==> src/rtl/drive_sync_pkg.sv <==
// drive_sync_pkg: shared FSM state type and count-width helper for drive_sync_fifo
package drive_sync_pkg;
  typedef enum logic [1:0] {IDLE, STALL, ACK, WAIT_LOW} state_t;
  function automatic int count_width(input int depth);
    return $clog2(depth + 1);
  endfunction
endpackage

==> src/rtl/drive_sync_fifo_bit_sync.sv <==
// bit_sync: multi-flop level synchronizer with synchronous active-low clear
module bit_sync #(
  parameter int STAGES = 2
) (
  input  logic clk,
  input  logic rstn,
  input  logic d,
  output logic q
);
  logic [STAGES-1:0] sr;
  always_ff @(posedge clk) begin
    if (!rstn) sr <= '0;
    else sr <= {sr[STAGES-2:0], d};
  end
  assign q = sr[STAGES-1];
endmodule

==> src/rtl/drive_sync_fifo.sv <==
// drive_sync_fifo: level-handshake (drive/free) receiver feeding a first-word fall-through FIFO
module drive_sync_fifo
  import drive_sync_pkg::*;
#(
  parameter int DATA_WIDTH  = 32,
  parameter int DEPTH       = 4,
  parameter int SYNC_STAGES = 2,
  parameter int FREE_PULSE  = 2
) (
  input  logic                          clk,
  input  logic                          rstn,
  input  logic                          i_drive,
  input  logic [DATA_WIDTH-1:0]         i_data,
  output logic                          o_free,
  output logic                          o_valid,
  input  logic                          i_ready,
  output logic [DATA_WIDTH-1:0]         o_data,
  output logic [count_width(DEPTH)-1:0] o_count
);
  localparam int CW = count_width(DEPTH);
  localparam int AW = $clog2(DEPTH);
  localparam int PW = $clog2(FREE_PULSE + 1);
  logic                  drv_s, push, pop, space;
  state_t                state, state_n;
  logic [PW-1:0]         pcnt;
  logic [AW-1:0]         wp, rp;
  logic [DATA_WIDTH-1:0] mem [DEPTH];
  bit_sync #(.STAGES(SYNC_STAGES)) u_sync (.clk(clk), .rstn(rstn), .d(i_drive), .q(drv_s));
  assign pop     = o_valid & i_ready;
  assign space   = (o_count < CW'(DEPTH)) | pop;
  assign o_valid = o_count != '0;
  assign o_free  = state == ACK;
  assign o_data  = mem[rp];
  always_comb begin
    state_n = state;
    push    = 1'b0;
    case (state)
      IDLE: begin
        push    = drv_s & space;
        state_n = drv_s ? (space ? ACK : STALL) : IDLE;
      end
      STALL: begin
        push    = space;
        state_n = space ? ACK : STALL;
      end
      ACK:     state_n = (pcnt == PW'(FREE_PULSE - 1)) ? WAIT_LOW : ACK;
      default: state_n = drv_s ? WAIT_LOW : IDLE;
    endcase
  end
  always_ff @(posedge clk) begin
    if (!rstn) begin
      state   <= IDLE;
      pcnt    <= '0;
      wp      <= '0;
      rp      <= '0;
      o_count <= '0;
    end else begin
      state   <= state_n;
      pcnt    <= (state == ACK) ? pcnt + PW'(1) : '0;
      wp      <= push ? wp + AW'(1) : wp;
      rp      <= pop ? rp + AW'(1) : rp;
      o_count <= o_count + CW'(push) - CW'(pop);
    end
  end
  // storage is deliberately left out of reset; o_data is only meaningful with o_valid
  always_ff @(posedge clk) begin
    if (push) mem[wp] <= i_data;
  end
endmodule

==> config.mk <==
export PLATFORM = sky130hd
export DESIGN_NAME = drive_sync_fifo
export DESIGN_NICKNAME = d
export VERILOG_FILES = /design/src/rtl/drive_sync_pkg.sv /design/src/rtl/drive_sync_fifo_bit_sync.sv /design/src/rtl/drive_sync_fifo.sv
export SDC_FILE = /design/constraint.sdc
export NUM_CORES = 1
export LEC_CHECK = 0
export ABC_CLOCK_PERIOD_IN_PS = 2800
export BUFFER_PORTS_ARGS = -buffer_cell sky130_fd_sc_hd__buf_2
export CORE_AREA = 3 3 120 122
export CTS_CLUSTER_DIAMETER = 150
export DETAILED_ROUTE_END_ITERATION = 7
export DIE_AREA = 0 0 123 125
export SYNTH_ARGS = -nofsm -noshare
export SYNTH_HDL_FRONTEND = slang
export SYNTH_SLANG_ARGS = --single-unit
export TNS_END_PERCENT = 1
==> constraint.sdc <==
create_clock -name clk -period 2.8 [get_ports clk]
set_clock_uncertainty 0.15 [all_clocks]
set_input_delay 0.56 -clock clk [delete_from_list [all_inputs] [get_ports clk]]
set_output_delay 0.56 -clock clk [all_outputs]
set_load 0.005 [all_outputs]
==> out/results.ini, run 1 <==
[run_status]
status = finished, final reports clean

[worst_hold_path]
hold_depth = 2
min_path_type = input pin to flop
holdCritStartpoint = i_drive
min_to = u_sync.sr[0]$_SDFF_PN0_

[worst_setup_path]
worst-r2r-setup-slack_ps = 440
cp_max_fo = 23
reg2reg_to = o_count[2]$_SDFF_PN0_
rr_worst_depth = 11
worstPathArrival_ps = 1750
cp-end-kind = output port
r2r-start = o_count[2]$_SDFF_PN0_
cp-start-kind = flop
worstPathRequired_ps = 2090
setup.worst_path.class = flop to output port

[place]
dp_cells = 487
dpl_cell_area_sq_mm = 0.006001
globalplace.congestion = 0.6880
numPortBuffers = 72
place_worst_setup_slack_ps = 248.2
hpwl_um = 5621

[detailed_routing]
drt_iter0_markers = 154
post_drt_wl_per_cell_um = 17.71
num_vias = 2481
drtPass1Iterations = 4
wirelength_um = 9194
viasPerCell = 4.780
drc = 0
ant_nets = 0

[cts]
hold_buffers = 0
cts_buffers = 17
clockRootBuffer = clkbuf_16
cts_setup_buffers = 0
htreeDepth = 4
cts_resized = 0
clock_path_buffers = 2
worstSkewPairLatency_ps = 410
cts_tree = yes
cts.sink_count = 143
clk_pin_slew_ps = 60

[pwr]
p_total_mw = 5.838
ir_drop_mv = 0.4403
power_density_mw_per_mm2 = 880.7
leakage_nw = 2.281

[final_layout]
fin_nets = 374
drive_above_1_share_pct = 43.15
stdcell_area_sq_mm = 0.006629
synthToLayoutAreaGrowth_pct = 24.02
finalNonFillerCells = 519
antenna_cells = 0

[sta]
drv_slew = 0
tns_ps = 0
finalCritPeriodShare_pct = 87.81
slew_headroom_pct = 69.41
post-route-min-period_ps = 2459
worst_pin_slew_ps = 458.8
fin_ws_ps = 341.4
rsz0062_at_grt = false
setup_viol = 0
finalHoldViolations = 0
max_freq_mhz = 406.7

[logic_synthesis]
ys_top_cells_by_area = edfxtp_1 (72%), mux4_2 (13%), dfxtp_1 (5.6%)
yosysWarnings = 0
avgSynthCellArea_sq_um = 22.65
synthDistinctLibCells = 26
synth_nets = 280
synth_cells = 236
synth_top_area_share_pct = 71.91
synth_area_sq_mm = 0.005345
synth_seq_cells = 143
synth_top_cell_by_area = edfxtp_1
ys_seq_area_share_pct = 77.53

[global_routing]
grt_pass1_vias = 2729
grt_antenna_before_repair = 1
grt_max_degree = 30
track_usage_pct = 13.04
grt_pass1_wl_um = 14550
overflow = 0

[floorplanning]
die_h_um = 125
io_pins = 73
placementRows = 42
die_x_um = 123
fp.coreArea_sq_mm = 0.01330
fp.dieArea_sq_mm = 0.01538
start_util_pct = 40.20

[run]
cap_violations = 0

-- power breakdown --
part	switching, mW	internal (mW)	total, mW
combinational	0.429	0.558	0.987
sequential	0.0638	2.42	2.48
clock	0.798	1.57	2.37
total	1.29	4.55	5.84
-- worst max path at each step --
stage                     startpoint  cells past startpoint               endpoint
final                           flop                      3              o_data[0]
after global routing            flop                      3              o_data[0]
after CTS                       flop                      3              o_data[0]
after detailed placement     i_ready                     12  o_count[2]$_SDFF_PN0_
after global placement       i_ready                     12  o_count[2]$_SDFF_PN0_
after floorplan              i_ready                     11  o_count[2]$_SDFF_PN0_
-- synth_stat cells --
cell	count
a211oi_1	1
a21oi_1	1
and2_1	9
buf_12	3
buf_2	3
buf_6	1
clkbuf_1	1
dfxtp_1	15
edfxtp_1	128
fa_1	1
ha_1	7
inv_1	8
mux2i_1	2
mux4_1	2
mux4_2	30
nand2_1	5
nor2_1	4
nor2b_1	4
nor2b_2	1
nor3_4	1
o21ai_0	1
o311ai_1	1
o31a_1	1
or3_1	1
xnor2_1	4
xor2_1	1
-- sequential cells by signal (all words and copies together), names as in the netlist, named ones only --
signal	cells
mem	128
o_count	3
pcnt	2
rp	2
state	2
u_sync.sr	2
wp	2
-- kinds of logic after synthesis --
kind of cell / count (synthesis) / share of synthesized area, %
XOR/XNOR: 5 / 0.8193
buffers and inverters: 16 / 2.247
multiplexers: 34 / 14.00
AO/OA/AOI/OAI: 5 / 0.6554
flip-flops: 143 / 77.53
AND/OR/NAND/NOR: 25 / 2.739
adder cells (fa/ha/maj): 8 / 2.013
-- through the flow --
| stage | hold slack, ps | utilization, % |
|---|---|---|
| 2_1_floorplan | 247.8 | - |
| 3_3_place_gp | 255.2 | 45.13 |
| 4_1_cts | 187.2 | 49.86 |
| 3_5_place_dp | 274.1 | 45.13 |
| 6_report | 205.8 | 49.86 |
| 5_1_grt | 196.4 | 49.86 |
-- placed cells by master, fill, tap and decap left out, types with 2 or more instances in the layout --
| cell | count |
|---|---|
| nand2_1 | 5 |
| edfxtp_1 | 128 |
| clkbuf_1 | 3 |
| mux4_2 | 30 |
| nor2b_1 | 4 |
| xnor2_1 | 4 |
| buf_2 | 72 |
| nor2_1 | 4 |
| buf_12 | 6 |
| clkbuf_16 | 17 |
| and2_1 | 5 |
| clkinv_1 | 2 |
| ha_1 | 7 |
| and2_2 | 4 |
| inv_1 | 8 |
| clkinvlp_4 | 2 |
| clkinv_2 | 2 |
| dfxtp_1 | 13 |
| mux4_1 | 2 |
| dfxtp_2 | 2 |
| mux2i_1 | 2 |
| bufinv_16 | 5 |
| buf_4 | 5 |
-- metal layers --
| layer | vias to the layer above | share of wire [%] | global-route usage, % |
|---|---|---|---|
| met4 | 2 | 1.8 | 6.450 |
| li1 | 1143 | - | - |
| met1 | 1254 | 44 | 16.32 |
| met2 | 65 | 48 | 20.30 |
| met3 | 17 | 5.4 | 4.381 |
| met5 | - | 0.14 | 0 |
-- critical path, cell delays in order, from the launching register on --
cell and delay, ps:
dfxtp_2 350, buf_12 210, mux4_1 620, buf_2 160
-- area by class of cell --
class	count	area [sq um]
timing repair buffer	83	518.0
fill	1130	6666
sequential	143	4146
multi-input combinational	77	1086
clock buffer	20	436.7
clock inverter	12	191.4
inverter	8	30.03
tap	176	220.2
(Power assumes the default switching activity.)
==> run 2, diff against run 1 <==
==> constraint.sdc (replaced) <==
create_clock -name clk -period 2.8 [get_ports clk]
set_clock_uncertainty 0.15 [all_clocks]
set_input_delay 0 -clock clk [delete_from_list [all_inputs] [get_ports clk]]
set_output_delay 0 -clock clk [all_outputs]
set_load 0.005 [all_outputs]
==> run 2 against run 1 <==
Net effect: sequential cell count unchanged; final cell count up 6.6%; critical endpoint is now o_count[2]$_SDFF_PN0_; largest cell class unchanged; maximum frequency up 3.9%; highest routed layer is now met4; count of clock-buffer cells in the layout down 1.
==> out/results.ini, run 2 (synthesized netlist as in run 1, its figures left out) <==
[worst_setup_path]
cpMostUsedCell = inv_1
cp_slowest_cell = fa_1
worstPathArrival_ps = 2520
worstPathRequired_ps = 2960
path_cells = nor2b_2 -> nor3_4 -> inv_1 -> ha_1 -> inv_1 -> ha_1 -> inv_1 -> fa_1 -> xnor2_1 -> xnor2_1 -> and2_1
cp-start-kind = flop
cp_max_fo = 6
setup.worst_path.class = flop to flop
critical-path-max-stage-delay_ps = 370
critical-path-top-delay-family = adder cells
cp-end-kind = flop
path_buf_inv = 3

[sta]
drv_slew = 0
tns_ps = 0
finalHoldViolations = 0
finalCritPeriodShare_pct = 84.51
worst_pin_slew_ps = 544.9
max_freq_mhz = 422.6
slew_headroom_pct = 63.67
worst_hold_slack_ps = 192.7
rsz0062_at_grt = false
setup_viol = 0
fin_ws_ps = 433.7
post-route-min-period_ps = 2366

[pwr]
power_density_mw_per_mm2 = 826.2
leakage_nw = 2.399
p_total_mw = 5.692
ir_drop_mv = 0.7237

[floorplanning]
fp.dieArea_sq_mm = 0.01538
placementRows = 42
die_x_um = 123
start_util_pct = 40.20
die_h_um = 125
fp.coreArea_sq_mm = 0.01330
io_pins = 73

[cts]
cts_tree = yes
cts.sink_count = 143
htreeDepth = 4
cts_buffers = 17
clk_pin_slew_ps = 60
clockRootBuffer = clkbuf_16
cts_resized = 0
worstSkewPairLatency_ps = 410
clock_path_buffers = 2

[final_layout]
synthToLayoutAreaGrowth_pct = 28.91
finalNonFillerCells = 553
layout_common_cells = edfxtp_1 (128), buf_2 (72), dlygate4sd3_1 (37)
utilization_pct = 51.83
largest_register_ffs = 128
largestRegisters = mem (128), o_count (3)
n_fill_cell = 1078
antenna_cells = 0
stdcell_area_sq_mm = 0.006890
fin_nets = 408
top_register = mem
final_common_cell = edfxtp_1
drive_above_1_share_pct = 38.46

[global_routing]
track_usage_pct = 13.66
grt_max_degree = 33
grt_pass1_wl_um = 15540
overflow = 0
grt_antenna_before_repair = 0
grt_pass1_vias = 2888

[detailed_routing]
num_vias = 2651
ant_nets = 0
viasPerCell = 4.794
wirelength_um = 9683
drt_iter0_markers = 178
drc = 0
drtPass1Iterations = 4
post_drt_wl_per_cell_um = 17.51

[run_status]
status = finished, final reports clean

[place]
numPortBuffers = 72
dpl_cell_area_sq_mm = 0.005941
place_worst_setup_slack_ps = 435.4
globalplace.congestion = 0.6681
dp_cells = 484
hpwl_um = 5740

[run]
cap_violations = 0

[worst_hold_path]
min_path_type = input pin to flop

## run 2: changes by cell type in the layout (fill, tap and decap cells not counted), sizes merged
cell,change
clkbuf,-1
bufinv,-2
dlygate4sd3,+37
clkinv,+4
clkinvlp,-1
buf,-3
## run 2: metal layers
layer  vias up  GRT usage (%)  share of wire [%]
li1       1211              -                  -
met1      1362          17.40                 43
met2        70          21.68                 50
met3         8          4.607                5.8
met4         0          5.277                1.1
met5         -              0                  0
## run 2: cell type report
class	instances	area (sq um)	share of cell area [%]
timing repair buffer	117	828.3	12.02
clock inverter	13	146.4	2.125
sequential	143	4146	60.18
inverter	8	30.03	0.4358
multi-input combinational	77	1086	15.76
clock buffer	19	432.9	6.283
tap	176	220.2	3.196
## run 2: worst register-to-register path: cells and delay by family (launching register included)
family	cells	cell delay, ps
xor+xnor	2	280
simple gates	3	530
flops	1	360
fa+ha+maj	3	780
buf+inv	3	170
## run 2: path summary, 6_finish.rpt
kind / slack [ps] / from / cells after the start / to
setup reg to reg: 430 / o_count[2]$_SDFF_PN0_ / 11 / o_count[2]$_SDFF_PN0_
setup / recovery: 430 / o_count[2]$_SDFF_PN0_ / 11 / o_count[2]$_SDFF_PN0_
hold / removal: 190 / i_data[26] / 2 / mem[1][26]$_DFFE_PP_
hold reg to reg: 260 / pcnt[0]$_SDFF_PN0_ / 1 / pcnt[0]$_SDFF_PN0_
## run 2: repair_timing
action / CTS / global route
hold buffers: 37 / 0
buffers inserted: 0 / 0
endpoints found under the hold margin: 143 / 0
## run 2: power breakdown
group | internal (mW) | leakage (nW) | switching [mW]
Sequential | 2.42 | 1.28 | 0.0867
Clock | 1.38 | 0.283 | 0.796
Combinational | 0.585 | 0.836 | 0.422
Total | 4.39 | 2.40 | 1.30
==> run 3, diff against run 2 <==
- ABC_CLOCK_PERIOD_IN_PS: 2800 -> 2100
- clock period: 2.8 -> 2.1 ns (I/O delays scaled with it)
==> run 3 against run 2 <==
Net effect: the flow now finishes with violations (setup timing); combinational power rose by 45%; via count about the same; first-iteration DRC count fell by 17%; maximum frequency grew 9.6%; sequential power increased by 32%; non-clock buffer count grew 11; hold slack got worse by 160 ps; sequential cell count unchanged; final cell count rose by 2.0%; sequential share of layout area is 0.69 points lower; power rose by 32%; register-to-register slack worse by 490 ps; largest cell class unchanged.
==> out/results.ini, run 3 (synthesized netlist as in run 1, its figures left out) <==
[sta]
worst_pin_slew_ps = 356.9
setup_viol = 1
post-route-min-period_ps = 2159
max_freq_mhz = 463.1
finalCritPeriodShare_pct = 102.8
slew_headroom_pct = 76.21
rsz0062_at_grt = true
drv_slew = 0
finalHoldViolations = 0
fin_ws_ps = -59.45

[floorplanning]
io_pins = 73
fp.dieArea_sq_mm = 0.01538
start_util_pct = 40.20
die_x_um = 123
placementRows = 42
die_h_um = 125
fp.coreArea_sq_mm = 0.01330

[detailed_routing]
drc = 0
post_drt_wl_per_cell_um = 16.81
drt_iter0_markers = 148
ant_nets = 0
wirelength_um = 9483
viasPerCell = 4.699
num_vias = 2650
drtPass1Iterations = 4

[worst_setup_path]
setup.worst_path.class = flop to flop
cp_max_fo = 3
cpMostUsedCell = inv_1
path_buf_inv = 3
worstPathRequired_ps = 2250
critical-path-max-stage-delay_ps = 330
cp_slowest_cell = fa_2
critical-path-top-delay-family = adder cells
cp-end-kind = flop
cp-start-kind = flop
path_cells = nor2b_4 -> nor3_4 -> inv_1 -> ha_1 -> inv_1 -> ha_1 -> inv_1 -> fa_2 -> xnor2_1 -> xnor2_1 -> and2_1
worstPathArrival_ps = 2310

[pwr]
clockPowerShare_pct = 36.5
power_switching_mw = 1.723
intPower_mw = 5.795
combPwrFrac_pct = 19.4
leakage_nw = 2.459
power_density_mw_per_mm2 = 1078
pwr-share-seq_pct = 44.1
switching_share_pct = 22.92
ir_drop_mv = 0.8195

[cts]
clockRootBuffer = clkbuf_16
cts_setup_buffers = 0
worstSkewPairLatency_ps = 410
cts.sink_count = 143
clock_path_buffers = 2
clk_pin_slew_ps = 60
cts_buffers = 17
cts_tree = yes
htreeDepth = 4

[global_routing]
grt_antenna_before_repair = 0
grt_pass1_vias = 2869
overflow = 0
grt_max_degree = 33
track_usage_pct = 13.40
grt_pass1_wl_um = 15040

[final_layout]
final_common_cell = edfxtp_1
synthToLayoutAreaGrowth_pct = 30.52
antenna_cells = 0
largest_register_ffs = 128
largestRegisters = mem (128), o_count (3)
n_fill_cell = 1060
fin_nets = 419
drive_above_1_share_pct = 40.98
top_register = mem
finalNonFillerCells = 564
layout_common_cells = edfxtp_1 (128), buf_2 (72), dlygate4sd3_1 (37)
stdcell_area_sq_mm = 0.006977

[run_status]
violations = setup timing
status = finished with violations

[run]
cap_violations = 0

[place]
numPortBuffers = 72
globalplace.congestion = 0.6993
dpl_cell_area_sq_mm = 0.006057
hpwl_um = 5731
dp_cells = 495

[worst_hold_path]
min_path_type = input pin to flop

==> run 3: cell types whose count changed in the layout (fill, tap and decap cells not counted), sizes merged <==
cell      change
buf          +11
clkbuf        +5
bufinv        -2
clkinv        -2
clkinvlp      -1
==> run 3: layer usage <==
layer	GRT usage [%]	routed length [um]
met1	16.54	4061
met2	21.45	4858
met3	4.426	441
met4	6.059	121
met5	0	0
==> run 3: final timing paths <==
check,slack (ps),cells past startpoint,startpoint,end
max,-60,11,o_count[2]$_SDFF_PN0_,o_count[2]$_SDFF_PN0_
min,30,5,i_ready,wp[0]$_SDFFE_PN0P_
max reg2reg,-60,11,o_count[2]$_SDFF_PN0_,o_count[2]$_SDFF_PN0_
min reg2reg,270,1,pcnt[0]$_SDFF_PN0_,pcnt[0]$_SDFF_PN0_
==> run 3: timing repair <==
item                                    in CTS  in global routing
pin swaps                                    0                  0
gates resized for setup                      1                  0
endpoints found under the setup margin      10                  1
hold buffers                                37                  0
endpoints found under the hold margin      143                  0
==> run 3: area by class of cell <==
class / instances / area [sq um] / share of cell area (%)
clock buffers: 24 / 481.7 / 6.905
multi-input cells: 77 / 1094 / 15.67
flip-flops and latches: 143 / 4150 / 59.49
clock inverters: 8 / 65.06 / 0.9326
well taps: 176 / 220.2 / 3.156
inverters: 8 / 30.03 / 0.4304
repair buffers: 128 / 935.9 / 13.41
==> run 3: power by group through the flow <==
stage	Sequential [mW]	Combinational (mW)	Clock (mW)
after floorplan	3.35	0.955	0
after global placement	3.37	1.43	0
after detailed placement	3.37	1.45	0
after CTS	3.32	1.51	2.82
after global routing	3.33	1.62	2.93
final	3.31	1.46	2.74
==> run 3: worst min-delay path, cell delays in order <==
cell and delay, ps:
buf_2 120, nor2b_4 50, nor3_4 130, buf_4 170, mux2i_1 70
==> run 3: metrics by stage <==
step                      util, %  setup WS, ps  power, mW  TNS, ps  hold slack [ps]
final                       52.48        -59.45      7.518   -59.45            34.68
after global routing        52.48        -202.4      7.873   -202.4            61.37
after CTS                   52.48        -94.60      7.645   -94.60            14.79
after detailed placement    45.56        -87.77      4.822   -87.77            64.11
after global placement      45.56        -10.42      4.794   -10.42            58.07
after floorplan                 -        -113.1      4.302   -113.1           -51.13
